File: src/rtl/mips_ctrl_pkg.sv
// Shared encodings for the multi-cycle MIPS control path: states, opcodes,
// ALU/mux select codes and the bundled control-word type.
package mips_ctrl_pkg;

    typedef enum logic [3:0] {
        S_FETCH,
        S_DECODE,
        S_MEM_ADDR,
        S_MEM_RD,
        S_MEM_WB,
        S_MEM_WR,
        S_EXEC_R,
        S_R_WB,
        S_EXEC_I,
        S_I_WB,
        S_BRANCH,
        S_JUMP
    } state_t;

    localparam logic [5:0] OP_RTYPE = 6'b000000;
    localparam logic [5:0] OP_LW    = 6'b100011;
    localparam logic [5:0] OP_SW    = 6'b101011;
    localparam logic [5:0] OP_BEQ   = 6'b000100;
    localparam logic [5:0] OP_J     = 6'b000010;
    localparam logic [5:0] OP_ADDI  = 6'b001000;
    localparam logic [5:0] OP_ANDI  = 6'b001100;

    // Shared with the ALU control unit.
    localparam logic [2:0] ALU_ADD   = 3'b000;
    localparam logic [2:0] ALU_SUB   = 3'b001;
    localparam logic [2:0] ALU_AND   = 3'b011;
    localparam logic [2:0] ALU_RTYPE = 3'b100;

    localparam logic [1:0] SRCB_REG     = 2'b00;
    localparam logic [1:0] SRCB_FOUR    = 2'b01;
    localparam logic [1:0] SRCB_IMM     = 2'b10;
    localparam logic [1:0] SRCB_IMM_SH2 = 2'b11;

    localparam logic [1:0] PCSRC_ALU    = 2'b00;
    localparam logic [1:0] PCSRC_ALUOUT = 2'b01;
    localparam logic [1:0] PCSRC_JUMP   = 2'b10;

    typedef struct packed {
        logic op_rtype;
        logic op_lw;
        logic op_sw;
        logic op_beq;
        logic op_j;
        logic op_addi;
        logic op_andi;
        logic illegal;
    } op_class_t;

    typedef struct packed {
        logic       pc_write;
        logic       pc_write_cond;
        logic       i_or_d;
        logic       mem_read;
        logic       mem_write;
        logic       ir_write;
        logic       mem_to_reg;
        logic       reg_dst;
        logic       reg_write;
        logic       alu_src_a;
        logic [1:0] alu_src_b;
        logic [2:0] alu_op;
        logic [1:0] pc_source;
        logic       instr_done;
        logic       illegal_op;
    } ctl_t;

endpackage

File: src/rtl/mips_multicycle_control_opcode_class.sv
// Combinational opcode classifier: one-hot instruction class plus an
// illegal flag when no supported opcode matches.
module mips_opcode_class
    import mips_ctrl_pkg::*;
(
    input  logic [5:0] opcode,
    output op_class_t  cls
);

    // Entry order matches the hit[] bit assignment below.
    localparam logic [6:0][5:0] OPCODE_TABLE = {
        OP_ANDI, OP_ADDI, OP_J, OP_BEQ, OP_SW, OP_LW, OP_RTYPE
    };

    logic [6:0] hit;

    generate
        for (genvar gi = 0; gi < 7; gi++) begin : g_match
            assign hit[gi] = (opcode == OPCODE_TABLE[gi]);
        end
    endgenerate

    assign cls.op_rtype = hit[0];
    assign cls.op_lw    = hit[1];
    assign cls.op_sw    = hit[2];
    assign cls.op_beq   = hit[3];
    assign cls.op_j     = hit[4];
    assign cls.op_addi  = hit[5];
    assign cls.op_andi  = hit[6];
    assign cls.illegal  = ~|hit;

endmodule

File: src/rtl/mips_multicycle_control.sv
// Main control FSM of the multi-cycle MIPS core: sequences the shared memory
// port, register file and ALU, stalling on mem_ready.
module mips_multicycle_control
    import mips_ctrl_pkg::*;
(
    input  logic       clk,
    input  logic       rst,
    input  logic [5:0] opcode,
    input  logic       zero,
    input  logic       mem_ready,
    output logic       pc_write,
    output logic       pc_write_cond,
    output logic       i_or_d,
    output logic       mem_read,
    output logic       mem_write,
    output logic       ir_write,
    output logic       mem_to_reg,
    output logic       reg_dst,
    output logic       reg_write,
    output logic       alu_src_a,
    output logic [1:0] alu_src_b,
    output logic [2:0] alu_op,
    output logic [1:0] pc_source,
    output logic       instr_done,
    output logic       illegal_op
);

    state_t    state_reg, state_next;
    logic      is_andi_reg, is_store_reg;
    op_class_t cls;
    ctl_t      ctl;

    // The branch decision is made in the datapath; zero is only passed through there.
    logic unused_zero;
    assign unused_zero = zero;

    mips_opcode_class u_opcode_class (
        .opcode (opcode),
        .cls    (cls)
    );

    always_ff @(posedge clk) begin
        if (rst) begin
            state_reg    <= S_FETCH;
            is_andi_reg  <= 1'b0;
            is_store_reg <= 1'b0;
        end else begin
            state_reg <= state_next;
            // Only the bits needed after DECODE are kept; opcode is not read again.
            if (state_reg == S_DECODE) begin
                is_andi_reg  <= cls.op_andi;
                is_store_reg <= cls.op_sw;
            end
        end
    end

    always_comb begin
        ctl        = '0;
        state_next = state_reg;
        case (state_reg)
            S_FETCH: begin
                ctl.mem_read  = 1'b1;
                ctl.alu_src_b = SRCB_FOUR;
                ctl.alu_op    = ALU_ADD;
                ctl.pc_source = PCSRC_ALU;
                if (mem_ready) begin
                    ctl.ir_write = 1'b1;
                    ctl.pc_write = 1'b1;
                    state_next   = S_DECODE;
                end
            end
            S_DECODE: begin
                ctl.alu_src_b = SRCB_IMM_SH2;
                ctl.alu_op    = ALU_ADD;
                if (cls.op_lw || cls.op_sw) begin
                    state_next = S_MEM_ADDR;
                end else if (cls.op_rtype) begin
                    state_next = S_EXEC_R;
                end else if (cls.op_addi || cls.op_andi) begin
                    state_next = S_EXEC_I;
                end else if (cls.op_beq) begin
                    state_next = S_BRANCH;
                end else if (cls.op_j) begin
                    state_next = S_JUMP;
                end else begin
                    ctl.illegal_op = 1'b1;
                    state_next     = S_FETCH;
                end
            end
            S_MEM_ADDR: begin
                ctl.alu_src_a = 1'b1;
                ctl.alu_src_b = SRCB_IMM;
                ctl.alu_op    = ALU_ADD;
                state_next    = is_store_reg ? S_MEM_WR : S_MEM_RD;
            end
            S_MEM_RD: begin
                ctl.mem_read = 1'b1;
                ctl.i_or_d   = 1'b1;
                if (mem_ready) begin
                    state_next = S_MEM_WB;
                end
            end
            S_MEM_WB: begin
                ctl.reg_write  = 1'b1;
                ctl.mem_to_reg = 1'b1;
                ctl.instr_done = 1'b1;
                state_next     = S_FETCH;
            end
            S_MEM_WR: begin
                ctl.mem_write = 1'b1;
                ctl.i_or_d    = 1'b1;
                if (mem_ready) begin
                    ctl.instr_done = 1'b1;
                    state_next     = S_FETCH;
                end
            end
            S_EXEC_R: begin
                ctl.alu_src_a = 1'b1;
                ctl.alu_src_b = SRCB_REG;
                ctl.alu_op    = ALU_RTYPE;
                state_next    = S_R_WB;
            end
            S_R_WB: begin
                ctl.reg_write  = 1'b1;
                ctl.reg_dst    = 1'b1;
                ctl.instr_done = 1'b1;
                state_next     = S_FETCH;
            end
            S_EXEC_I: begin
                ctl.alu_src_a = 1'b1;
                ctl.alu_src_b = SRCB_IMM;
                ctl.alu_op    = is_andi_reg ? ALU_AND : ALU_ADD;
                state_next    = S_I_WB;
            end
            S_I_WB: begin
                ctl.reg_write  = 1'b1;
                ctl.instr_done = 1'b1;
                state_next     = S_FETCH;
            end
            S_BRANCH: begin
                ctl.alu_src_a     = 1'b1;
                ctl.alu_src_b     = SRCB_REG;
                ctl.alu_op        = ALU_SUB;
                ctl.pc_write_cond = 1'b1;
                ctl.pc_source     = PCSRC_ALUOUT;
                ctl.instr_done    = 1'b1;
                state_next        = S_FETCH;
            end
            S_JUMP: begin
                ctl.pc_write   = 1'b1;
                ctl.pc_source  = PCSRC_JUMP;
                ctl.instr_done = 1'b1;
                state_next     = S_FETCH;
            end
            default: begin
                state_next = S_FETCH;
            end
        endcase
        // Reset silences every strobe immediately, so an abandoned store never writes.
        if (rst) begin
            ctl = '0;
        end
    end

    assign pc_write      = ctl.pc_write;
    assign pc_write_cond = ctl.pc_write_cond;
    assign i_or_d        = ctl.i_or_d;
    assign mem_read      = ctl.mem_read;
    assign mem_write     = ctl.mem_write;
    assign ir_write      = ctl.ir_write;
    assign mem_to_reg    = ctl.mem_to_reg;
    assign reg_dst       = ctl.reg_dst;
    assign reg_write     = ctl.reg_write;
    assign alu_src_a     = ctl.alu_src_a;
    assign alu_src_b     = ctl.alu_src_b;
    assign alu_op        = ctl.alu_op;
    assign pc_source     = ctl.pc_source;
    assign instr_done    = ctl.instr_done;
    assign illegal_op    = ctl.illegal_op;

endmodule
File: config.mk
export PLATFORM = sky130hd
export DESIGN_NAME = mips_multicycle_control
export DESIGN_NICKNAME = d
export VERILOG_FILES = /design/src/rtl/mips_ctrl_pkg.sv /design/src/rtl/mips_multicycle_control_opcode_class.sv /design/src/rtl/mips_multicycle_control.sv
export SDC_FILE = /design/constraint.sdc
export NUM_CORES = 1
export LEC_CHECK = 0
export BUFFER_PORTS_ARGS = -buffer_cell sky130_fd_sc_hd__buf_2
export CAP_MARGIN = 20
export CORE_ASPECT_RATIO = 1.25
export CORE_UTILIZATION = 39
export DETAILED_ROUTE_END_ITERATION = 8
export PLACE_DENSITY = 0.67
export SLEW_MARGIN = 10
export SYNTH_ARGS = -nofsm -noshare
export SYNTH_HDL_FRONTEND = slang
export SYNTH_SLANG_ARGS = --single-unit
File: constraint.sdc
create_clock -name clk -period 3.7 [get_ports clk]
set_clock_uncertainty 0.05 [all_clocks]
set_input_delay 0.74 -clock clk [delete_from_list [all_inputs] [get_ports clk]]
set_output_delay 0.74 -clock clk [all_outputs]
set_load 0.02 [all_outputs]
# Word level (Yosys, flattened, before mapping)
# Index checks and enable logic that the tools add are counted.
[totals] register_bits=6 input_bits=10 output_inout_bits=19 word_cells=65
[op_classes] eq_ne=20 mux=32 reduce_logical=10
[ops] cell="$mux 4" count=8
[ops] cell="$pmux 5 s6" count=1
[ops] cell="$pmux 4 s7" count=1
[ops] cell="$mux 19" count=1
[ops] cell="$eq 4x3->1 const B" count=4
[ops] cell="$eq 4x4->1 const B" count=4
[ops] cell="$mux 1" count=16
[ops] cell="$eq 6x4->1 const B" count=2
[ops] cell="$eq 6x6->1 const B" count=2
[ops] cell="$eq 4x2->1 const B" count=2
[ops] cell="$eq 6x2->1 const B" count=1
[ops] cell="$eq 6x3->1 const B" count=1
[ops] cell="$logic_not 6->1" count=1
[ops] cell="$ne 2x2->1 const B" count=3
[ops] cell="$reduce_or 5->1" count=1
[ops] cell="$eq 4x1->1 const B" count=1
[ops] cell="$logic_not 4->1" count=1
[ops] cell="$pmux 1 s2" count=2
[ops] cell="$pmux 2 s2" count=1
[ops] cell="$reduce_or 2->1" count=2
[ops] cell="$reduce_or 4->1" count=1
[ops] cell="$mux 3" count=1
[ops] cell="$reduce_and 3->1" count=1
[ops] cell="$reduce_or 3->1" count=1
[ops] cell="2 further kinds" count=3

# Longest topological paths before layout
# Gate-level depths: netlist of run 1.
[depth] word_depth=8 mapped_depth=6 depth_no_buf=4

# Cells and area by module
# Synthesis of run 1 repeated with hierarchy kept, for this count alone.
[hier_totals] cells_unflattened=107 hier_area_um2=755.7
[by_module_without_submodules] mod="mips_multicycle_control" n_inst=1 cells_per_inst=91 area_each_um2=656.9 seq_area_each_um2=120.1
[by_module_without_submodules] mod="mips_opcode_class" n_inst=1 cells_per_inst=16 area_each_um2=98.8 seq_area_each_um2=0.0

# Worst setup path after synthesis of run 1
# No wires, ideal clock.
[synth_timing] kind="in2out" start="input port rst" end="output port pc_source[0]" arrival_time_ps=2107 required_ps=2910 setup_slack_ps=803 cell_stages=5 n_path_buf=3 path_cell_list="buf_2 > or2_2 > clkbuf_1 > nor3_1 > buf_4"
[synth_via] elab_chain_cells=1
[synth_lines] element="start: declaration" line="mips_multicycle_control.sv:7" text="input logic rst,"
[synth_lines] element="$mux 19" line="mips_multicycle_control.sv:160" text="if (rst) begin"
[synth_lines] element="end: declaration" line="mips_multicycle_control.sv:23" text="output logic [1:0] pc_source,"
# No other way between the ends.

# Worst setup path after layout of run 1
[layout_timing] start="register state_reg[3]" end="output port instr_done"
[layout_via] elab_chain_cells=4
[layout_lines] element="start: declaration" line="mips_multicycle_control.sv:28" text="state_t state_reg, state_next;"
[layout_lines] element="start signal: assignment" line="mips_multicycle_control.sv:48" text="state_reg <= state_next;"
[layout_lines] element="$eq 4x4->1 / $eq 4x3->1 (equally long branches)" line="mips_multicycle_control.sv:60" text="case (state_reg)"
[layout_lines] element="$reduce_or 5->1 (no source line)"
[layout_lines] element="$pmux 1 s2 (*)" line="mips_multicycle_control.sv:60"
[layout_lines] element="$mux 19 (*)" line="mips_multicycle_control.sv:160"
[layout_lines] element="end: declaration" line="mips_multicycle_control.sv:24" text="output logic instr_done,"
# Every way passes the cells marked *; elsewhere a longest branch is shown, timed or not.

==> reports/qor.yml, run 1 <==
final_layout:
  drive_gt1_share_pct: 29.7
  filler_cell_count: 184
  multi_input_comb_area_um2: 517
  non_filler_cells_final: 146
  finalInstanceArea_um2: 836
  synthesis_to_layout_area_growth_pct: 18.2
  seq_area_um2: 120
  num_antenna_cells: 0
  final_nets: 140
  flip_flop_count_of_the_largest_register_after_layout: 4
sta:
  rsz0062_at_grt: "false"
  total_count_of_max_transition_violations_in_the_final_report: 0
  hold_violations: 0
  tightestPinTransition_ns: 0.607
  max_freq_mhz: 380
  final.period_utilization_pct: 71.1
  fin_tns_setup_ns: 0
  timing.slew.headroom_pct: 59.5
  count_of_endpoints_failing_setup_in_the_final_report: 0
  finalCriticalPeriod_ns: 2.63
yosys:
  ys_types: 42
  yosys.cell_count.top_type: "nor2_1"
  synth_flop_cell: "dfxtp_1"
  yosysWarningCount: 0
  post_synth_top_area_share_pct: 17.0
  synth_edf_count: 0
  post-synth-top-area-cell: "dfxtp_1"
  async_flop_share_pct: 0
  ys_seq_elements: 6
  synth.area.top_cells: "dfxtp_1 (17%), nor2_1 (11%), nor3_1 (7.1%)"
  synth_sequential_area_ratio_pct: 17.0
  post_synth_most_frequent_cells: "nor2_1 (20), nor3_1 (10), a21oi_1 (7)"
  postSynthAreaPerCell_um2: 6.61
  synth_nets: 117
  syn-instance-count: 107
  synthesis.area_um2: 707
floorplan:
  die_width_um: 40.1
  fp.dieArea_um2: 1990
  ios: 29
  core_area_um2: 1620
  floorplan.rows: 16
  die_y_um: 49.6
  start_util_pct: 43.6
flow_run:
  maxCapViolCount: 0
detailed_routing:
  route.antenna.remaining_nets: 0
  routed_wire_length_per_instance_um: 12.7
  post-route-drc-count: 0
  drt-vias-per-instance: 5.84
  dr_iter_0_viols: 29
  detail_route.wirelength_um: 1860
  route.vias.total: 852
  dr.pass1.iters: 5
clocking:
  numClockSinks: 6
  clk_pin_slew_ns: 0.04
  htreeDepth: 1
  clock_insertion_delay_worst_skew_ns: 0.25
  cts-buffers-inserted: 3
  post-cts-setup-buffer-count: 0
  clock-root-buffer: "clkbuf_4"
  max_buffers_root_to_sink: 2
  ctsResizeCount: 0
  cts_tree: "built"
  cts-hold-fix-buffers: 0
placement:
  hpwl_um: 1370
  finalWeightedCongestion: 0.828
  dpl.cell_count: 143
  placement.cell_area_um2: 813
  number_of_buffers_added_on_ports: 27
power_and_ir_drop:
  total_power_mw: 0.188
  power_per_cell_area_nw_per_um2: 225
  power.leakage_nw: 0.347
  ir_drop_uv: 116
run_status:
  run_status: "finished clean"
grt:
  grt_max_degree: 20
  first_global_vias: 704
  combined_global_route_utilization_of_all_metal_layers_pct: 20.3
  total_gr_overflow: 0
  grt_first_pass_wirelength_um: 2900
  antenna_violations_before_repair: 0
critical_path:
  worst-endpoint-arrival_ns: 1.84
  critical_path_endpoint_category: "output port"
  worst_setup_path_start_kind: "register"
  path_class: "reg -> out"
  required_ns: 2.91
  cp_max_fo: 16
min_path:
  hold_class: "reg -> reg"
kinds of logic after synthesis:
group | synth area share [%]
xor gates and xnor gates | 3.72
DFF | 17.0
buffers and inverters | 9.91
and+or+nand+nor | 44.4
AOI/OAI and AO/OA | 23.5
muxes | 1.42
per-layer routing:
layer	GRT usage (%)	wire (um)
met5	0	0
met4	8.62	29
met2	31.2	892
met3	2.70	68
met1	27.3	870
cell type report:
type,count,share of cell area (%)
Clock buffer,3,2.69
Inverter,5,2.25
Multi-Input combinational cell,87,61.8
Sequential cell,6,14.4
Tap cell,18,2.69
Timing Repair Buffer,27,16.2
report_power, final:
| group | total, mW | internal, mW | leakage [nW] | switching [mW] |
|---|---|---|---|---|
| Combinational | 0.0531 | 0.0208 | 0.284 | 0.0323 |
| Clock | 0.0621 | 0.0368 | 0.0138 | 0.0253 |
| Sequential | 0.0725 | 0.0662 | 0.0486 | 0.00631 |
| Total | 0.188 | 0.124 | 0.347 | 0.0639 |
critical path, cell delays in order (launching register included):
cell and delay (ns):
dfxtp_1 0.69, inv_1 0.17, nand2_1 0.11, o21ai_0 0.09, a221oi_1 0.32, buf_2 0.22
through the flow:
step           hold slack [ns]  util [%]  worst slack (ns)
2_1_floorplan            0.409         -             0.803
6_report                 0.453      51.5              1.07
4_1_cts                  0.454      51.5              1.11
5_1_grt                  0.485      51.5             0.986
3_3_place_gp             0.441      50.2              1.11
3_5_place_dp             0.445      50.2              1.12
cells in the final DEF, fill, tap and decap left out, types with 4 or more instances in the layout:
cell and instances:
buf_2 27, nor2_1 20, nor3_1 10, a21oi_1 7
dfxtp_1 6, inv_1 5, nand2_1 5, nand2b_1 4
nand3_1 4, o21ai_0 4
path summary, 6_finish.rpt:
kind	start	slack [ns]	endpoint	cells after the start
hold / removal	is_store_reg	0.45	is_store_reg	2
setup / recovery	state_reg[3]	1.07	instr_done	5
hold reg to reg	is_store_reg	0.45	is_store_reg	2
setup reg to reg	state_reg[0]	1.92	state_reg[0]	4
Power figures use the tool's default switching activity.
==> inputs of run 2 (changes only) <==
Settings changed: ABC_AREA from default to 1, PLACE_DENSITY 0.67 to 0.7.
Clock period 3.7 ns to 2.3 ns, I/O delays scaled along.
==> run 2 against run 1 <==
Net effect: register-to-register slack lost 0.90 ns; non-clock buffer count is the same; critical endpoint is now alu_src_a; critical path type unchanged; cell area shrank 0.75%; clock-buffer cell count is the same.
==> reports/qor.yml, run 2 <==
run_status:
  run_status: "finished clean"  # unchanged
power_and_ir_drop:
  combPwrFrac_pct: 32.5  # was 28.3%
  total_power_mw: 0.314  # was 0.188 mW
  clockPowerShare_pct: 31.8  # was 33.1%
  p_sw_mw: 0.113  # was 0.0639 mW
  ir_drop_uv: 208  # was 116 uV
  seq_power_share_pct: 35.7  # was 38.6%
  internal_power_mw: 0.201  # was 0.124 mW
  power.switching_fraction_pct: 36.0  # was 34.0%
  power_per_cell_area_nw_per_um2: 378  # was 225 nW/um^2
  power.leakage_nw: 0.479  # was 0.347 nW
final_layout:
  filler_cell_count: 174  # was 184
  final_nets: 159  # was 140
  multi_input_comb_area_um2: 448  # was 517 um^2
  flip_flop_count_of_the_largest_register_after_layout: 4  # unchanged
  synthesis_to_layout_area_growth_pct: 24.6  # was 18.2%
  drive_gt1_share_pct: 32.7  # was 29.7%
  leading_cell_type_in_the_layout_fill_and_taps_excluded: "nand2_1"  # was buf_2
  mostFrequentLayoutCells: "nand2_1 (28), buf_2 (27), nor2_1 (19), inv_1 (14), nand3_1 (11)"  # was buf_2 (27), nor2_1 (20), nor3_1 (10), a21oi_1 (7), dfxtp_1 (6)
  num_antenna_cells: 0  # unchanged
  seq_area_um2: 120  # unchanged
sta:
  max_freq_mhz: 486
  tightestPinTransition_ns: 0.388  # was 0.607 ns
  worst_hold_slack_ns: 0.448  # was 0.453 ns
  timing.slew.headroom_pct: 74.1  # was 59.5%
  setup_ws_ns: 0.242  # was 1.07 ns
  final.period_utilization_pct: 89.5
  finalCriticalPeriod_ns: 2.06
  rsz0062_at_grt: "false"  # unchanged
  fin_tns_setup_ns: 0  # unchanged
  count_of_endpoints_failing_setup_in_the_final_report: 0  # unchanged
  hold_violations: 0  # unchanged
  total_count_of_max_transition_violations_in_the_final_report: 0  # unchanged
clocking:
  htreeDepth: 1  # unchanged
  clock_insertion_delay_worst_skew_ns: 0.25  # about the same
  numClockSinks: 6  # unchanged
  clock-root-buffer: "clkbuf_4"  # unchanged
  ctsResizeCount: 0  # unchanged
  cts-hold-fix-buffers: 0  # unchanged
  cts_tree: "built"  # unchanged
  post-cts-setup-buffer-count: 0  # unchanged
  cts-buffers-inserted: 3  # unchanged
  max_buffers_root_to_sink: 2  # unchanged
  clk_pin_slew_ns: 0.05  # was 0.04 ns
critical_path:
  worst-endpoint-arrival_ns: 1.55  # was 1.84 ns
  critical_path_endpoint_category: "output port"  # unchanged
  cp_max_fo: 6  # was 16
  required_ns: 1.79  # was 2.91 ns
  worst_setup_path_start_kind: "register"  # unchanged
  r2r_cells: 6  # was 4
  path_class: "reg -> out"  # unchanged
placement:
  finalWeightedCongestion: 0.755  # was 0.828
  preCtsSetupSlack_ns: 0.415  # was 1.12 ns
  hpwl_um: 1300  # was 1370 um
  number_of_buffers_added_on_ports: 27  # unchanged
floorplan:
  ios: 29  # unchanged
  start_util_pct: 42.1  # was 43.6%
  fp.dieArea_um2: 1880  # was 1990 um^2
  floorplan.rows: 16  # unchanged
  die_y_um: 48.2  # was 49.6 um
  die_width_um: 39.0  # was 40.1 um
  core_area_um2: 1580  # was 1620 um^2
grt:
  grt_max_degree: 21  # was 20
  combined_global_route_utilization_of_all_metal_layers_pct: 19.1  # was 20.3%
  grt_first_pass_wirelength_um: 2470  # was 2900 um
  antenna_violations_before_repair: 0  # unchanged
  first_global_vias: 624  # was 704
  total_gr_overflow: 0  # unchanged
detailed_routing:
  routed_wire_length_per_instance_um: 9.30  # was 12.7 um
  post-route-drc-count: 0  # unchanged
  route.vias.total: 809  # was 852
  detail_route.wirelength_um: 1540  # was 1860 um
  dr_iter_0_viols: 12  # was 29
  drt-vias-per-instance: 4.90  # was 5.84
  route.antenna.remaining_nets: 0  # unchanged
  dr.pass1.iters: 4  # was 5
yosys:
  postSynthAreaPerCell_um2: 5.55  # was 6.61 um^2
  ys_seq_elements: 6  # unchanged
  synth_edf_count: 0  # unchanged
  async_flop_share_pct: 0  # unchanged
  synthesis.area_um2: 666  # was 707 um^2
  synth_nets: 130  # was 117
  yosysWarningCount: 0  # unchanged
  synth_flop_cell: "dfxtp_1"  # unchanged
  synth.area.top_cells: "dfxtp_1 (18%), nand2_1 (16%), nor2_1 (11%)"  # was dfxtp_1 (17%), nor2_1 (11%), nor3_1 (7.1%)
  post_synth_top_area_share_pct: 18.0  # was 17.0%
  post-synth-top-area-cell: "dfxtp_1"  # unchanged
  yosys.cell_count.top_type: "nand2_1"  # was nor2_1
  syn-instance-count: 120  # was 107
  synth_sequential_area_ratio_pct: 18.0  # was 17.0%
  ys_types: 25  # was 42
  post_synth_most_frequent_cells: "nand2_1 (28), nor2_1 (19), inv_1 (14)"  # was nor2_1 (20), nor3_1 (10), a21oi_1 (7)
flow_run:
  maxCapViolCount: 0  # unchanged
min_path:
  hold_class: "reg -> reg"  # unchanged
  worst_hold_path.num_cells: 2  # unchanged
==> run 2: path summary, 6_finish.rpt <==
kind,startpoint,slack [ns],to
setup / recovery,state_reg[1],0.24,alu_src_a
hold / removal,is_store_reg,0.45,is_store_reg
setup reg to reg,state_reg[1],1.02,state_reg[0]
hold reg to reg,is_store_reg,0.45,is_store_reg
==> run 2: per-stage QoR <==
stage	cells	instance area (um^2)	util (%)
detailed placement	162	807	51.0
global placement	162	807	51.0
floorplan	120	666	-
global route	165	830	52.5
CTS	165	830	52.5
finish	165	830	52.5
==> run 2: final cells by class <==
class	instances	area share (%)
inverter	21	9.80
sequential	6	14.5
clock buffer	3	2.71
multi-input combinational	90	54.0
timing repair buffer	27	16.3
tap	18	2.71
==> run 2: metal layers <==
| metal | GRT usage, % | part of all wire (%) | up-vias |
|---|---|---|---|
| met4 | 10.3 | 1.8 | 0 |
| met2 | 33.7 | 53 | 21 |
| li1 | - | - | 437 |
| met3 | 2.74 | 2.7 | 4 |
| met1 | 22.1 | 43 | 347 |
| met5 | 0 | 0 | - |
==> run 2: cells by family (layout without fill, tap and decap cells) <==
| logic type | count (synthesis) | after routing | share of synthesized area [%] |
|---|---|---|---|
| simple gates | 72 | 72 | 51.5 |
| buf+inv | 24 | 51 | 14.7 |
| compound gates | 18 | 18 | 15.8 |
| flops | 6 | 6 | 18.0 |
==> run 2: critical path, stage by stage, from the launching register on <==
cell	delay (ns)
dfxtp_1	0.35
nor2_1	0.35
nand2_2	0.13
o21ai_1	0.12
nor2_1	0.06
a21oi_1	0.11
buf_2	0.18
==> run 2: power by group through the flow <==
stage	registers (mW)	logic (mW)	clock network, mW
after floorplan	0.113	0.0749	0
after global placement	0.114	0.102	0
after detailed placement	0.114	0.103	0
after CTS	0.112	0.103	0.102
after global routing	0.113	0.115	0.113
final	0.112	0.102	0.0998
